**config.mk**
```make
export PLATFORM = sky130hd
export DESIGN_NAME = can_bus_responder
export DESIGN_NICKNAME = d
export VERILOG_FILES = /design/src/rtl/can_bus_responder.sv
export SDC_FILE = /design/constraint.sdc
export NUM_CORES = 1
export LEC_CHECK = 0
export BUFFER_PORTS_ARGS = -buffer_cell sky130_fd_sc_hd__buf_2
export CORE_MARGIN = 10
export CORE_UTILIZATION = 35
export DETAILED_ROUTE_END_ITERATION = 12
export GPL_ROUTABILITY_DRIVEN = 0
export PLACE_DENSITY_LB_ADDON = 0.12
export SETUP_SLACK_MARGIN = 0.02
export SKIP_CTS_REPAIR_TIMING = 1
export SLEW_MARGIN = 20
export SYNTH_ARGS = -nofsm -noshare
export SYNTH_HDL_FRONTEND = slang
export SYNTH_SLANG_ARGS = --single-unit
```
**constraint.sdc**
```tcl
create_clock -name sys_clk -period 2.37 [get_ports sys_clk]
set_input_delay 0.1185 -clock sys_clk [delete_from_list [all_inputs] [get_ports sys_clk]]
set_output_delay 0.1185 -clock sys_clk [all_outputs]
set_load 0.005 [all_outputs]
```
**src/rtl/can_bus_responder.sv**
```systemverilog
// can_bus_responder: SJA1000-style Intel-mode bus responder.
// Bus strobes and AD pins are double-flopped into sys_clk. Address is latched
// on ALE fall, writes commit on WR# rise, reads drive a registered mux while
// RD# is low. Holds MOD/CMR/SR/IR/IER plus 13-byte TX and RX buffers.
module can_bus_responder #(
  parameter logic [7:0] RESET_MODE = 8'h01
) (
  input  logic       sys_clk,
  input  logic       rst_n,
  input  logic [7:0] can_ad_i,
  output logic [7:0] can_ad_o,
  output logic       can_ad_oe,
  input  logic       can_cs_n,
  input  logic       can_ale,
  input  logic       can_wr_n,
  input  logic       can_rd_n,
  input  logic       can_rst_n,
  input  logic       can_mode,
  output logic       can_int_n,
  input  logic [7:0] status_i,
  input  logic [7:0] evt_i,
  output logic [7:0] cmd_o,
  output logic       tx_req_o,
  output logic       rx_release_o,
  input  logic [3:0] tx_addr_i,
  output logic [7:0] tx_data_o,
  input  logic       rx_we_i,
  input  logic [3:0] rx_addr_i,
  input  logic [7:0] rx_data_i
);

  localparam int BUF_N = 13;

  // synchronizer stages; control vector is {rst_n, ale, cs_n, wr_n, rd_n}
  logic [7:0] r_ad_s1, r_ad_s2;
  logic [4:0] r_ctl_s1, r_ctl_s2;
  logic [2:0] r_edge_s3;   // {ale, wr_n, rd_n} delayed once more for edges

  logic [7:0] r_addr, r_wdata, r_mod, r_ier, r_ir;
  logic       r_abort;
  logic [7:0] r_txbuf [BUF_N];
  logic [7:0] r_rxbuf [BUF_N];

  logic       w_srst, w_ale, w_cs_n, w_wr_n, w_rd_n;
  logic       w_ale_fall, w_wr_rise, w_rd_rise;
  logic       w_bus_ok, w_commit, w_ir_clr, w_rd_act, w_buf_hit;
  logic [7:0] w_rmux;

  // two-flop synchronizers plus the third edge-detect flop
  always_ff @(posedge sys_clk or negedge rst_n) begin
    if (!rst_n) begin
      r_ad_s1   <= '0;
      r_ad_s2   <= '0;
      r_ctl_s1  <= 5'b10111;
      r_ctl_s2  <= 5'b10111;
      r_edge_s3 <= 3'b011;
    end else begin
      r_ad_s1   <= can_ad_i;
      r_ad_s2   <= r_ad_s1;
      r_ctl_s1  <= {can_rst_n, can_ale, can_cs_n, can_wr_n, can_rd_n};
      r_ctl_s2  <= r_ctl_s1;
      r_edge_s3 <= {r_ctl_s2[3], r_ctl_s2[1], r_ctl_s2[0]};
    end
  end

  assign w_srst     = ~r_ctl_s2[4];
  assign w_ale      = r_ctl_s2[3];
  assign w_cs_n     = r_ctl_s2[2];
  assign w_wr_n     = r_ctl_s2[1];
  assign w_rd_n     = r_ctl_s2[0];
  assign w_ale_fall = r_edge_s3[2] & ~w_ale;
  assign w_wr_rise  = ~r_edge_s3[1] & w_wr_n;
  assign w_rd_rise  = ~r_edge_s3[0] & w_rd_n;

  // an aborted cycle (soft reset seen mid-cycle) stays dead until CS# deasserts
  assign w_bus_ok  = can_mode & ~r_abort & ~w_cs_n;
  assign w_commit  = w_bus_ok & w_wr_rise & w_rd_n;
  assign w_ir_clr  = w_bus_ok & w_rd_rise & w_wr_n & (r_addr == 8'd3);
  assign w_rd_act  = w_bus_ok & ~w_rd_n & w_wr_n;
  assign w_buf_hit = (r_addr[7:4] == 4'h1) && (r_addr[3:0] <= 4'd12);

  // register read mux; buffer window 0x10..0x1C maps by the low nibble
  always_comb begin
    w_rmux = 8'h00;
    case (r_addr)
      8'd0:    w_rmux = r_mod;
      8'd1:    w_rmux = 8'hFF;
      8'd2:    w_rmux = status_i;
      8'd3:    w_rmux = r_ir;
      8'd4:    w_rmux = r_ier;
      default: if (w_buf_hit) w_rmux = r_rxbuf[r_addr[3:0]];
    endcase
  end

  // register file, bus decode, interrupt and output registers
  always_ff @(posedge sys_clk or negedge rst_n) begin
    if (!rst_n) begin
      r_addr       <= '0;
      r_wdata      <= '0;
      r_mod        <= RESET_MODE;
      r_ier        <= '0;
      r_ir         <= '0;
      r_abort      <= 1'b0;
      cmd_o        <= '0;
      tx_req_o     <= 1'b0;
      rx_release_o <= 1'b0;
      tx_data_o    <= '0;
      can_ad_o     <= '0;
      can_ad_oe    <= 1'b0;
      can_int_n    <= 1'b1;
      for (int i = 0; i < BUF_N; i++) begin
        r_txbuf[i] <= '0;
        r_rxbuf[i] <= '0;
      end
    end else if (w_srst) begin
      r_addr       <= '0;
      r_wdata      <= '0;
      r_mod        <= RESET_MODE;
      r_ier        <= '0;
      r_ir         <= '0;
      r_abort      <= 1'b1;
      cmd_o        <= '0;
      tx_req_o     <= 1'b0;
      rx_release_o <= 1'b0;
      tx_data_o    <= '0;
      can_ad_o     <= '0;
      can_ad_oe    <= 1'b0;
      can_int_n    <= 1'b1;
      for (int i = 0; i < BUF_N; i++) begin
        r_txbuf[i] <= '0;
        r_rxbuf[i] <= '0;
      end
    end else begin
      if (w_cs_n) r_abort <= 1'b0;
      if (can_mode && w_ale_fall) r_addr <= r_ad_s2;
      if (!w_cs_n && !w_wr_n && w_rd_n) r_wdata <= r_ad_s2;

      tx_req_o     <= 1'b0;
      rx_release_o <= 1'b0;
      if (w_commit) begin
        case (r_addr)
          8'd0: r_mod <= r_wdata;
          8'd1: begin
            cmd_o        <= r_wdata;
            tx_req_o     <= r_wdata[0];
            rx_release_o <= r_wdata[2];
          end
          8'd4: r_ier <= r_wdata;
          default: if (w_buf_hit) r_txbuf[r_addr[3:0]] <= r_wdata;
        endcase
      end

      if (rx_we_i && rx_addr_i <= 4'd12) r_rxbuf[rx_addr_i] <= rx_data_i;

      // a new event on the clear cycle survives the clear
      r_ir      <= (w_ir_clr ? 8'h00 : r_ir) | (evt_i & r_ier);
      can_int_n <= ~|r_ir;

      can_ad_oe <= w_rd_act;
      can_ad_o  <= w_rd_act ? w_rmux : 8'h00;
      tx_data_o <= (tx_addr_i <= 4'd12) ? r_txbuf[tx_addr_i] : 8'h00;
    end
  end

endmodule

```
== Word level (Yosys, flattened, before mapping) ==
Index checks and enable logic that the tools add are counted.

* Bits in read-only memories: 0
* Memory bits (writable): 0
* Word-level logic and storage cells: 156
* Register bits: 306
* Input bits: 49
* Bits in latches: 0
* Memories kept: 0

* $add $sub $neg: 0
* Multipliers: 0
* Bitwise logic cells: 23
* Equal/unequal tests: 15
* Muxes and demuxes: 49
* Shifts and indexed selects: 0
* $lt $le $gt $ge: 8
* Reductions and logical operators: 17
* Divide/modulo/power cells: 0

{| class="wikitable"
|+ Operator list
! kind !! count
|-
| two-way mux 104 bit || 6
|-
| bitwise mux 104 bit || 2
|-
| two-way mux 8 bit || 26
|-
| binary-select mux 8 bit (select 4 bit) || 2
|-
| demux 8 bit (select 4 bit) || 2
|-
| one-hot mux 8 bit (5 select lines) || 1
|-
| == test 8 x 2 -> 1 bit, second input constant || 2
|-
| != test 2 x 1 -> 1 bit, second input constant || 8
|-
| >= comparator 5 bit, second input constant || 3
|-
| inverter 4 -> 5 bit || 3
|-
| AND 1 bit || 12
|-
| less-or-equal comparator 4 bit, second input constant || 3
|-
| < comparator 5 x 1 -> 1 bit, second input constant || 2
|-
| two-way mux 1 bit || 10
|-
| AND 8 bit || 1
|-
| == test 8 x 1 -> 1 bit, second input constant || 1
|-
| == test 8 x 3 -> 1 bit, second input constant || 1
|-
| logical NOT 8 bit || 1
|-
| OR 8 bit || 1
|-
| OR reduction 8 bit || 1
|-
| logical AND 1 bit || 7
|-
| inverter 1 bit || 6
|-
| AND reduction 2 bit || 3
|-
| == test 4 x 1 -> 1 bit, second input constant || 1
|-
| other kinds (4) || 7
|}

== Logic depth before layout (Yosys ltp) ==
* Depth after elaboration: 10
* Depth in mapped cells: 6
* Depth with buffers taken out: 4

== Worst setup path after synthesis ==
OpenSTA, ideal clock, no wires.

* Path type: flip-flop to flip-flop
* Start: register r_ctl_s2[1]
* End: register r_txbuf[17] (netlist bit)
* Period minus slack after synthesis: 2.013 ns
* Arrival time: 1.932 ns
* Library setup time: 0.080 ns
* Stages on the path, launching flop included: 6
* Data required time: 2.290 ns
* Buffers on the path: 1
* Setup slack: 0.357 ns
* Cells stage by stage: dfstp_2 > nand4bb_4 > or3_1 > buf_6 > nor4_4 > mux2i_1

* Word-level cells in the longest chain between the ends: 5

{| class="wikitable"
|+ Ends and longest elaborated chain
! item !! line !! RTL
|-
| from (decl) || 36 || <nowiki>logic [4:0] r_ctl_s1, r_ctl_s2;</nowiki>
|-
| from (signal assigned) || 61 || <nowiki>r_ctl_s2 <= r_ctl_s1;</nowiki>
|-
| AND 1 bit || 72 || <nowiki>assign w_wr_rise = ~r_edge_s3[1] & w_wr_n;</nowiki>
|-
| AND 1 bit (2 in series) || 77 || <nowiki>assign w_commit = w_bus_ok & w_wr_rise & w_rd_n;</nowiki>
|-
| != test 2 x 1 -> 1 bit (no source line) || n/a ||
|-
| AND reduction 3 bit (no source line) || n/a ||
|-
| to (signal, indexed assignment) || 149 || <nowiki>default: if (w_buf_hit) r_txbuf[r_addr[3:0]] <= r_wdata;</nowiki>
|-
| to (decl) || 41 || <nowiki>logic [7:0] r_txbuf [BUF_N];</nowiki>
|}

No other way between the ends.
A chain may end at the register's enable or synchronous reset.

== Worst setup path in the final report ==
* Start: register r_ctl_s2[1]
* End: register r_txbuf[93] (netlist bit)

The elaborated chain is that of the path after synthesis.

==> impl_metrics.csv <==
group,metric,value,unit
yosys,yosys_register_bits,306,
drt,wire_per_inst,21.68,microns
worst_hold_path,min_from,"rx_data_i[2]",
placement,io_buffers,76,
power,p_sw,2.829,mW
sta,fin_setup_tns,0,ns
worst_hold_path,hp-class,"in2reg",
worst_hold_path,whs_path_depth,3,
sta,whs,-0.006835,ns
critical_path,path_delay_family,"simple AND/OR/NAND/NOR gates",
floorplan,start_util,35.41,%
worst_hold_path,whs_endpoint,"r_rxbuf[58]$_DFFE_PN0P_",
power,swShare,23.50,%
sta,rsz0062_at_grt,"false",
power,power.leakage,7.859,nW
critical_path,cp_slowest_cell,"or4_1",
yosys,yosys_warnings,0,
sta,max_clock_freq,0.4567,GHz
critical_path,crit_path_end_kind,"flop",
clock_network,ctsRootBufferMaster,"clkbuf_16",
global_routing,overflow,0,
run_status,outcome,"complete, but fails checks",
flow_run,max_cap_violations,0,
power,p_seq_share,44.4,%
global_routing,grt_pass1_wl,65.04,mm
drt,detail_route.vias_per_cell,5.112,
finish,area_delta_synth_final,19.73,%
critical_path,crit_type,"reg2reg",
sta,period_minus_slack,2.190,ns
drt,first_pass_iters,5,
finish,finalNetCount,1423,
global_routing,antenna_found_initial,0,
sta,finalClockSkew,0.01800,ns
sta,worstMarginPinSlew,0.9388,ns
drt,drc,0,
critical_path,reg2reg_from,"r_ctl_s2[1]$_DFF_PN1_",
global_routing,grt_pass1_vias,10360,
clock_network,clk_pin_slew_worst_paths,0.06,ns
clock_network,clock_path_buffers,3,
global_routing,grt_max_degree,100,
sta,setup_ws,0.1804,ns
floorplan,die_w,223.2,microns
power,internal-power,9.213,mW
critical_path,r2r_cells,4,
critical_path,crit_chain,"nand4bb_4 -> or3_1 -> or4_1 -> mux2i_1",
clock_network,clock_latency,0.55,ns
floorplan,die_height,223.2,microns
floorplan,rows,74,
finish,antenna_cells,0,
drt,routed_wl,41.93,mm
global_routing,grtUsageTotal,16.67,%
power,power_frac_comb,6.5,%
power,ir_worst_vdd,0.4278,mV
clock_network,cts.sinks,306,
drt,postRouteAntennaNets,0,
yosys,seq_area_frac_synth,53.07,%
yosys,async_reset_ff_share,100.0,%
yosys,synth-edff-count,0,
yosys,synth_cell_types,50,
sta,finalSetupViolCount,0,
clock_network,htree_num_levels,2,
clock_network,cts_buffers,38,
critical_path,start_kind,"flop",
floorplan,io_pins,77,
sta,fin_crit_sh,92.39,%
drt,num_vias,9886,
yosys,syn_inst,1264,
floorplan,dieArea,49840,sq um
power,power.density,695.6,nW/um^2
clock_network,cts_tree,"done",
yosys,syn_nets,1313,
sta,relSlewSlack,36.93,%
sta,finalHoldViolations,2,
critical_path,cp.arrival,2.60,ns
critical_path,r2r_slack,0.18,ns
yosys,synth_flop_cell,"dfrtp_1",
yosys,synth_area,14460,sq um
critical_path,r2r_end,"r_txbuf[93]$_DFFE_PN0P_",
critical_path,required,2.78,ns
sta,maxSlewViolCount,0,
floorplan,core_area,40830,sq um
drt,drtIter0Drc,709,
finish,drive_gt1_share,20.04,%
yosys,syn_area_per_cell,11.44,sq um
power,pwr-share-clk,49.1,%
critical_path,critPathBufInv,0,
run_status,violations,"hold timing",
placement,hpwl,27.25,mm
placement,place_ws,0.1897,ns
critical_path,worstPathMaxFanout,8,
critical_path,slowest_delay,0.75,ns
[through the flow]
stage          instances  cell area (sq um)  hold WS, ns  power [mW]  util [%]
6_report            1934              17310    -0.006835       12.04     42.39
5_1_grt             1934              17310   0.00001787       12.50     42.39
4_1_cts             1908              17050      -0.5215       12.20     41.76
3_5_place_dp        1840              15760      0.06288       6.209     38.59
3_3_place_gp        1840              15760      0.05930       6.210     38.59
2_1_floorplan       1264              14460      -0.1771       5.785         -
[cell type report]
| type | instances | area [sq um] |
|---|---|---|
| fillers | 3859 | 23520 |
| flip-flops and latches | 306 | 7679 |
| multi-input cells | 845 | 6337 |
| repair buffers | 177 | 1314 |
| clock buffers | 61 | 1229 |
| well taps | 532 | 665.6 |
| clock inverters | 7 | 63.81 |
| inverters | 6 | 22.52 |
[Yosys cell counts (2+ instances only)]
library cell | number | area, sq um
nand2_1 | 233 | 874.6
a2111oi_0 | 6 | 52.55
nand3b_1 | 8 | 60.06
buf_1 | 6 | 22.52
nor3b_1 | 2 | 15.01
buf_2 | 13 | 65.06
nor4_1 | 2 | 12.51
nand4_1 | 3 | 18.77
mux2i_1 | 202 | 2022
o2111a_1 | 7 | 78.83
inv_1 | 5 | 18.77
nor2_1 | 14 | 52.55
clkbuf_1 | 87 | 326.6
dfrtp_1 | 294 | 7357
a311oi_1 | 8 | 70.07
or3_1 | 6 | 37.54
nand3_1 | 18 | 90.09
nor3_1 | 5 | 25.02
nor4_4 | 6 | 127.6
a211oi_1 | 15 | 112.6
nand2b_1 | 10 | 62.56
and3_1 | 5 | 31.28
o2bb2ai_1 | 6 | 52.55
mux4_2 | 40 | 900.9
or4_1 | 4 | 30.03
a21boi_0 | 64 | 480.5
nor2b_1 | 79 | 494.2
o21ai_0 | 76 | 380.4
dfstp_2 | 12 | 315.3
a221oi_1 | 8 | 70.07
[how the worst max path moves through the flow]
| stage | startpoint | endpoint | slack (ns) | depth (start not counted) |
|---|---|---|---|---|
| floorplan | r_ctl_s2[1]$_DFF_PN1_ | r_txbuf[17]$_DFFE_PN0P_ | 0.36 | 5 |
| global placement | r_ctl_s2[1]$_DFF_PN1_ | r_txbuf[95]$_DFFE_PN0P_ | 0.22 | 4 |
| detailed placement | r_ctl_s2[1]$_DFF_PN1_ | r_txbuf[94]$_DFFE_PN0P_ | 0.19 | 4 |
| CTS | r_ctl_s2[1]$_DFF_PN1_ | r_txbuf[91]$_DFFE_PN0P_ | 0.18 | 4 |
| global route | r_ctl_s2[1]$_DFF_PN1_ | r_txbuf[92]$_DFFE_PN0P_ | 0.11 | 4 |
| finish | r_ctl_s2[1]$_DFF_PN1_ | r_txbuf[93]$_DFFE_PN0P_ | 0.18 | 4 |
[flip-flops by register name, summed over array words and instances, names as in the netlist]
name / count
r_edge_s3: 3
cmd_o: 8
can_ad_oe: 1
tx_req_o: 1
r_ctl_s1: 5
r_ad_s2: 8
tx_data_o: 8
r_mod: 8
can_ad_o: 8
r_ad_s1: 8
rx_release_o: 1
r_rxbuf: 104
can_int_n: 1
r_txbuf: 104
r_ir: 8
r_abort: 1
r_ier: 8
r_ctl_s2: 5
r_wdata: 8
r_addr: 8
[placed cells by master (no fill, tap or decap), drive strengths merged, types with 8 or more instances in the layout]
master	instances
a221oi	8
nor2b	79
nand3	18
nand2b	10
dlygate4sd3	26
a311oi	8
o21ai	76
nand2	233
mux4	40
a211oi	15
dfstp	12
mux2i	202
buf	151
nor4	9
dfrtp	294
clkbuf	61
a21boi	64
nand3b	8
nor2	14
[power by group through the flow]
stage | Sequential, mW | Combinational (mW) | Clock [mW]
finish | 5.34 | 0.788 | 5.91
global route | 5.35 | 0.862 | 6.29
CTS | 5.34 | 0.774 | 6.08
detailed placement | 5.44 | 0.772 | 0
global placement | 5.44 | 0.773 | 0
floorplan | 5.41 | 0.372 | 0
[logic make-up after synthesis]
kind of cell               count (synthesis)  synth area share (%)
and+or+nand+nor                          404                 14.13
AOI/OAI and AO/OA                        197                 9.338
muxes                                    243                 20.29
DFF                                      306                 53.07
adders and majority gates                  1               0.06924
buffers and inverters                    113                 3.098
[layer usage]
metal	GRT usage (%)	up-vias	wire length (microns)
met5	0	-	0
met4	5.950	0	1057
li1	-	4657	-
met1	22.17	4989	19100
met2	26.83	186	20140
met3	2.798	54	1633
[tightest hold or removal path: stages]
cell and delay [ns]:
buf_2 0.22, nand2_1 0.09, a21boi_0 0.06
No activity file was read; power rests on OpenSTA's default activity.
